**src/rtl/morph_pkg.sv**
```systemverilog
// Shared definitions for the streaming morphology blocks.
// ERODE_BORDER_ZERO_EN selects 0 instead of 1 as the value of out-of-image neighbours.
package morph_pkg;

    localparam int MASK_TL = 8;
    localparam int MASK_T  = 7;
    localparam int MASK_TR = 6;
    localparam int MASK_L  = 5;
    localparam int MASK_C  = 4;
    localparam int MASK_R  = 3;
    localparam int MASK_BL = 2;
    localparam int MASK_B  = 1;
    localparam int MASK_BR = 0;

    typedef enum logic [1:0] {
        FILL,
        RUN,
        FLUSH
    } state_t;

`ifdef ERODE_BORDER_ZERO_EN
    localparam logic PAD_VALUE = 1'b0;
`else
    localparam logic PAD_VALUE = 1'b1;
`endif

endpackage

```
**src/rtl/stream_erode_if.sv**
```systemverilog
// One-bit pixel stream with valid/ready handshake and an end-of-frame marker.
interface stream_erode_if;
    logic pixel;
    logic valid;
    logic ready;
    logic last;

    modport master (output pixel, valid, last, input ready);
    modport slave  (input pixel, valid, last, output ready);
endinterface

```
**src/rtl/erode_kernel.sv**
```systemverilog
// Combinational 3x3 erosion of one window; out-of-image neighbours read as PAD_VALUE.
module erode_kernel
    import morph_pkg::*;
(
    input  logic [8:0] window_i,
    input  logic [8:0] mask_i,
    input  logic       top_i,
    input  logic       bottom_i,
    input  logic       left_i,
    input  logic       right_i,
    output logic       pixel_o
);
    logic [8:0] outside;

    always_comb begin
        outside          = '0;
        outside[MASK_TL] = top_i | left_i;
        outside[MASK_T]  = top_i;
        outside[MASK_TR] = top_i | right_i;
        outside[MASK_L]  = left_i;
        outside[MASK_R]  = right_i;
        outside[MASK_BL] = bottom_i | left_i;
        outside[MASK_B]  = bottom_i;
        outside[MASK_BR] = bottom_i | right_i;
    end

    // An empty mask leaves the AND at its identity, so every pixel becomes 1.
    always_comb begin
        pixel_o = 1'b1;
        for (int i = 0; i < 9; i++) begin
            if (mask_i[i]) begin
                pixel_o = pixel_o & (outside[i] ? PAD_VALUE : window_i[i]);
            end
        end
    end
endmodule

```
**src/rtl/stream_erode.sv**
```systemverilog
// Streaming 3x3 binary erosion of a Width x Height raster image, one pixel per handshake.
// Build option ERODE_BORDER_ZERO_EN (see morph_pkg) pads the image border with 0 instead of 1.
module stream_erode
    import morph_pkg::*;
#(
    parameter int Width  = 32,
    parameter int Height = 32
) (
    input  logic                  clk,
    input  logic                  rst,
    input  logic [8:0]            mask_i,
    output logic                  busy_o,
    stream_erode_if.slave         inStream,
    stream_erode_if.master        outStream
);
    localparam int NumPix = Width * Height;
    localparam int IdxW   = $clog2(NumPix) + 1;
    localparam int RowW   = $clog2(Height) + 1;
    localparam int ColW   = $clog2(Width) + 1;
    localparam int SrLen  = 2 * Width + 2;

    localparam logic [IdxW-1:0] FillLastIdx = IdxW'(Width);
    localparam logic [IdxW-1:0] LastIdx     = IdxW'(NumPix - 1);
    localparam logic [RowW-1:0] LastRow     = RowW'(Height - 1);
    localparam logic [ColW-1:0] LastCol     = ColW'(Width - 1);

    state_t            state_q, state_d;
    logic [IdxW-1:0]   inIdx_q, inIdx_d;
    logic [RowW-1:0]   outRow_q, outRow_d;
    logic [ColW-1:0]   outCol_q, outCol_d;
    logic [SrLen-1:0]  sr_q, sr_d;
    logic [8:0]        mask_q, mask_d;
    logic              busy_q, busy_d;
    logic              outPixel_q, outPixel_d;
    logic              outValid_q, outValid_d;
    logic              outLast_q, outLast_d;

    logic              outFree;
    logic              inReady;
    logic              accept;
    logic              newPixel;
    logic              loadOut;
    logic              kernelPixel;
    logic [8:0]        window;

    assign outFree = !outValid_q || outStream.ready;
    assign inReady = (state_q != FLUSH) && outFree;
    assign accept  = inStream.valid && inReady;

    // sr_q[0] is the newest stored pixel; the incoming pixel completes the bottom-right corner.
    always_comb begin
        newPixel         = (state_q == FLUSH) ? PAD_VALUE : inStream.pixel;
        window           = '0;
        window[MASK_TL]  = sr_q[2*Width+1];
        window[MASK_T]   = sr_q[2*Width];
        window[MASK_TR]  = sr_q[2*Width-1];
        window[MASK_L]   = sr_q[Width+1];
        window[MASK_C]   = sr_q[Width];
        window[MASK_R]   = sr_q[Width-1];
        window[MASK_BL]  = sr_q[1];
        window[MASK_B]   = sr_q[0];
        window[MASK_BR]  = newPixel;
    end

    erode_kernel u_kernel (
        .window_i (window),
        .mask_i   (mask_q),
        .top_i    (outRow_q == '0),
        .bottom_i (outRow_q == LastRow),
        .left_i   (outCol_q == '0),
        .right_i  (outCol_q == LastCol),
        .pixel_o  (kernelPixel)
    );

    always_comb begin
        state_d    = state_q;
        inIdx_d    = inIdx_q;
        outRow_d   = outRow_q;
        outCol_d   = outCol_q;
        sr_d       = sr_q;
        mask_d     = mask_q;
        busy_d     = busy_q;
        outPixel_d = outPixel_q;
        outValid_d = outValid_q;
        outLast_d  = outLast_q;
        loadOut    = 1'b0;

        if (outValid_q && outStream.ready) begin
            outValid_d = 1'b0;
            outLast_d  = 1'b0;
        end

        case (state_q)
            FILL: begin
                if (accept) begin
                    sr_d    = {sr_q[SrLen-2:0], newPixel};
                    inIdx_d = inIdx_q + IdxW'(1);
                    if (inIdx_q == '0) begin
                        mask_d = mask_i;
                        busy_d = 1'b1;
                    end
                    if (inIdx_q == FillLastIdx) begin
                        state_d = RUN;
                    end
                end
            end
            RUN: begin
                if (accept) begin
                    sr_d    = {sr_q[SrLen-2:0], newPixel};
                    loadOut = 1'b1;
                    if (inIdx_q == LastIdx) begin
                        inIdx_d = '0;
                        state_d = FLUSH;
                    end else begin
                        inIdx_d = inIdx_q + IdxW'(1);
                    end
                end
            end
            FLUSH: begin
                // A free slot while the last pixel is held means that pixel is leaving now.
                if (outFree) begin
                    if (outValid_q && outLast_q) begin
                        state_d = FILL;
                        busy_d  = 1'b0;
                    end else begin
                        sr_d    = {sr_q[SrLen-2:0], newPixel};
                        loadOut = 1'b1;
                    end
                end
            end
            default: state_d = FILL;
        endcase

        if (loadOut) begin
            outPixel_d = kernelPixel;
            outValid_d = 1'b1;
            outLast_d  = (outRow_q == LastRow) && (outCol_q == LastCol);
            if (outCol_q == LastCol) begin
                outCol_d = '0;
                outRow_d = (outRow_q == LastRow) ? '0 : outRow_q + RowW'(1);
            end else begin
                outCol_d = outCol_q + ColW'(1);
            end
        end
    end

    always_ff @(posedge clk) begin
        if (rst) begin
            state_q    <= FILL;
            inIdx_q    <= '0;
            outRow_q   <= '0;
            outCol_q   <= '0;
            sr_q       <= '0;
            mask_q     <= '0;
            busy_q     <= 1'b0;
            outPixel_q <= 1'b0;
            outValid_q <= 1'b0;
            outLast_q  <= 1'b0;
        end else begin
            state_q    <= state_d;
            inIdx_q    <= inIdx_d;
            outRow_q   <= outRow_d;
            outCol_q   <= outCol_d;
            sr_q       <= sr_d;
            mask_q     <= mask_d;
            busy_q     <= busy_d;
            outPixel_q <= outPixel_d;
            outValid_q <= outValid_d;
            outLast_q  <= outLast_d;
        end
    end

    assign inStream.ready  = inReady;
    assign outStream.pixel = outPixel_q;
    assign outStream.valid = outValid_q;
    assign outStream.last  = outLast_q;
    assign busy_o          = busy_q;
endmodule

```
**src/flat_wrapper.sv**
```systemverilog
// flat-port wrapper written by rule: the top's interface ports become plain ports
module stream_erode_flat import morph_pkg::*;
#(
    parameter int Width  = 32,
    parameter int Height = 32
)
  (clk, rst, mask_i, busy_o, inStream_pixel, inStream_valid, inStream_last, inStream_ready, outStream_pixel, outStream_valid, outStream_last, outStream_ready);
  stream_erode_if inStream_i ();
  stream_erode_if outStream_i ();
  input  logic clk;
  input  logic rst;
  input  logic [8:0] mask_i;
  output logic busy_o;
  input wire logic [$bits(inStream_i.pixel)-1:0] inStream_pixel;
  input wire logic [$bits(inStream_i.valid)-1:0] inStream_valid;
  input wire logic [$bits(inStream_i.last)-1:0] inStream_last;
  output wire logic [$bits(inStream_i.ready)-1:0] inStream_ready;
  output wire logic [$bits(outStream_i.pixel)-1:0] outStream_pixel;
  output wire logic [$bits(outStream_i.valid)-1:0] outStream_valid;
  output wire logic [$bits(outStream_i.last)-1:0] outStream_last;
  input wire logic [$bits(outStream_i.ready)-1:0] outStream_ready;
  assign inStream_i.pixel = inStream_pixel;
  assign inStream_i.valid = inStream_valid;
  assign inStream_i.last = inStream_last;
  assign inStream_ready = inStream_i.ready;
  assign outStream_pixel = outStream_i.pixel;
  assign outStream_valid = outStream_i.valid;
  assign outStream_last = outStream_i.last;
  assign outStream_i.ready = outStream_ready;
  stream_erode #(.Width(Width), .Height(Height)) u_core (.clk(clk), .rst(rst), .mask_i(mask_i), .busy_o(busy_o), .inStream(inStream_i), .outStream(outStream_i));
endmodule
```
**config.mk**
```make
export PLATFORM = sky130hd
export DESIGN_NAME = stream_erode_flat
export DESIGN_NICKNAME = d
export VERILOG_FILES = /design/src/rtl/morph_pkg.sv /design/src/rtl/stream_erode_if.sv /design/src/rtl/erode_kernel.sv /design/src/rtl/stream_erode.sv /design/src/flat_wrapper.sv
export SDC_FILE = /design/constraint.sdc
export NUM_CORES = 1
export LEC_CHECK = 0
export ABC_AREA = 1
export CORE_ASPECT_RATIO = 0.9
export CORE_UTILIZATION = 60
export CTS_BUF_LIST = sky130_fd_sc_hd__clkbuf_16
export CTS_CLUSTER_DIAMETER = 50
export CTS_CLUSTER_SIZE = 16
export DETAILED_ROUTE_END_ITERATION = 10
export GPL_TIMING_DRIVEN = 0
export HOLD_SLACK_MARGIN = 0.03
export PLACE_DENSITY = 0.88
export SLEW_MARGIN = 15
export SYNTH_ARGS = -nofsm -noshare
export SYNTH_HDL_FRONTEND = slang
export SYNTH_SLANG_ARGS = --single-unit
```
**constraint.sdc**
```tcl
create_clock -name clk -period 1.95 [get_ports clk]
set_input_delay 0.39 -clock clk [delete_from_list [all_inputs] [get_ports clk]]
set_output_delay 0.39 -clock clk [all_outputs]
set_load 0.02 [all_outputs]
```
==> run metrics <==
H-tree Lvls 3; GRT Overall Usage 0.261; die area a little under 8000 sq um; unrepaired setup endpoints after global routing no; routed len/inst between 10 and 15 um; CTS clk-pin slew, worst paths ~0.07 ns; CTS Buf Count 9; Final Hold Violating Endpoints 0; Crit path required time between 2 and 2.5 ns; Power Internal around 3.3 mW; post-CTS setup buffers 0; Antenna diodes 0; CP Class in2reg; Setup crit start kind input port; status finished, final reports clean; port bufs 18; period utilization 0.934; post-synth top area share 0.466; routed wire length 9.40 mm; highest-count cells in the layout ignoring fill and taps nor2_1, dfxtp_1, o21ai_0, nand2_1, inv_1; Clock Tree Root clkbuf_16; multi-input logic area between 2000 and 2500 sq um; final setup margin around 0.13 ns; ys async rst share 0; routability cong. 0.864; vias roughly 3800; Clock Sinks about 100; Final nets 639; HP Class reg2reg; Overall Power ~4.4 mW; FF+latch count, synth 104; worst-path fanout max 10; Max Cap Viol 0; Syn Std Cell Area ~4500 sq um; post-detailed-route count of antenna-violating nets 0; Synth cell types 37; vias per cell between 5 and 6; DPL Wire Length ~6.5 mm; EDFF count, synth 0; clock skew 0.00883 ns; worst hold start u_core.mask_q[4]$_SDFFE_PP0P_; Fin Hold WS ~0.45 ns; Syn Nets between 600 and 700; # DRC 0; post-layout min period about 1.8 ns; RR Startpoint u_core.state_q[0]$_SDFFE_PP0P_; Main synth FF type dfxtp_1; GRT Residual Overflow 0; Top-Level Pins 20; Max Slew Vio Count 0; num rows 29; final core occ 0.710; sw frac 0.259; Area contributors post-synth dfxtp_1, nor2_1, o21ai_0, nand2_1, a21oi_1; Ys Warns 0; first-pass GRT wire length ~16 mm; crit path from rst; core area 7110 sq um; CP Capture Type register; hold_buf cts 0; worst slew margin relative to its limit 0.655; layout cells sized above 1 0.105; die height ~84 um; Pwr Density 880 nW/um^2; flip-flop and latch area between 2000 and 2500 sq um; Worst VDD drop between 0.5 and 0.6 mV; TritonCTS clock tree built; logic gate share of total power 0.084; commonest non-fill, non-tap cell in the layout nor2_1; Initial DRT Pass Iterations 5; First DRT Iteration DRCs 293; Max clock buf depth 2; synthesized area per cell around 7.6 sq um; Clk network pwr share 0.402; vias in the first global route around 3700; Die X-Extent 92.9 um; dpl ws -0.226 ns; fillers around 570; Reg power frac 0.514; critical path arrival 2.11 ns; Sw Pwr ~1.2 mW; Area Growth Syn to Fin 13.1%; Synth Instances slightly below 600; final setup fails 0; initial antenna violation count 0; Starting Density 0.628; sequential fraction of the synthesis area 0.466; pin count of the biggest net entering global routing 21; Skew-Pair Late Insertion Delay roughly 0.36 ns; worst slew pin tran roughly 0.52 ns; Synth area leader dfxtp_1; f_max between 500 and 600 MHz; Leakage Power around 2.0 nW
==> Yosys cell counts (all sizes together), types with 7 or more instances <==
| master | instances |
|---|---|
| nor2 | 161 |
| nor3 | 14 |
| ha | 9 |
| dfxtp | 104 |
| nand2 | 60 |
| nand3 | 21 |
| a21oi | 35 |
| clkbuf | 13 |
| o21ai | 86 |
| buf | 14 |
| nand4 | 7 |
| inv | 47 |
==> power groups by stage <==
stage	clock [mW]	sequential, mW	combinational [mW]
2_1_floorplan	0	2.32	0.264
3_3_place_gp	0	2.33	0.347
3_5_place_dp	0	2.33	0.365
4_1_cts	1.81	2.28	0.370
5_1_grt	1.89	2.30	0.423
6_report	1.79	2.28	0.371
==> metrics by stage <==
step                      cells  area (sq um)  setup TNS (ns)
after floorplan             586          4460               0
after global placement      697          4760           -3.08
after detailed placement    697          4760           -5.05
after CTS                   713          5050               0
after global routing        713          5050               0
final                       713          5050               0
==> worst paths after layout <==
kind,end,slack [ns],cells after the start
worst max-delay path,u_core.sr_q[21]$_SDFFE_PP0P_,0.13,6
worst min-delay path,u_core.mask_q[4]$_SDFFE_PP0P_,0.45,2
worst max register to register,u_core.sr_q[12]$_SDFFE_PP0P_,0.17,10
worst min register to register,u_core.mask_q[4]$_SDFFE_PP0P_,0.45,2
==> what timing repair did <==
item / in CTS / in global routing
resized for setup: 2 / 3
setup endpoints to repair: 1 / 6
cloned: 0 / 0
==> area by class of cell <==
class	count	share of cell area
clock buffers	9	0.0446
flip-flops and latches	104	0.412
clock inverters	7	0.0134
inverters	47	0.0354
plain buffers	27	0.0389
multi-input cells	408	0.398
well taps	93	0.0230
repair buffers	18	0.0347
==> cells by family after synthesis <==
kind of cell / count (synthesis) / share of synthesized area
DFF: 104 / 0.466
and+or+nand+nor: 269 / 0.269
AOI/OAI and AO/OA: 124 / 0.144
adders and majority gates: 9 / 0.0252
xor gates and xnor gates: 6 / 0.0118
buffers and inverters: 74 / 0.0838
==> sequential cells by signal, indices dropped and copies added, names as in the netlist <==
| register | flops |
|---|---|
| u_core.sr_q | 66 |
| u_core.inIdx_q | 11 |
| u_core.mask_q | 9 |
| u_core.outCol_q | 6 |
| u_core.outRow_q | 6 |
| u_core.state_q | 2 |
| u_core.busy_o | 1 |
| u_core.outStream.last | 1 |
| u_core.outStream.pixel | 1 |
| u_core.outStream.valid | 1 |
==> routing by layer <==
layer / wire (um) / up-vias / global-route usage / part of all wire
li1: - / 1951 / - / -
met1: 4030 / 1767 / 0.296 / 0.43
met2: 4510 / 94 / 0.439 / 0.48
met3: 589 / 28 / 0.0902 / 0.063
met4: 272 / 0 / 0.122 / 0.029
met5: 0 / - / 0 / 0
==> critical path: stages <==
cell and delay (ns):
clkdlybuf4s50_1 0.59, inv_1 0.22, clkbuf_2 0.31, clkbuf_1 0.32, o21ai_0 0.15, nor2_1 0.13
(Power assumes the default switching activity.)
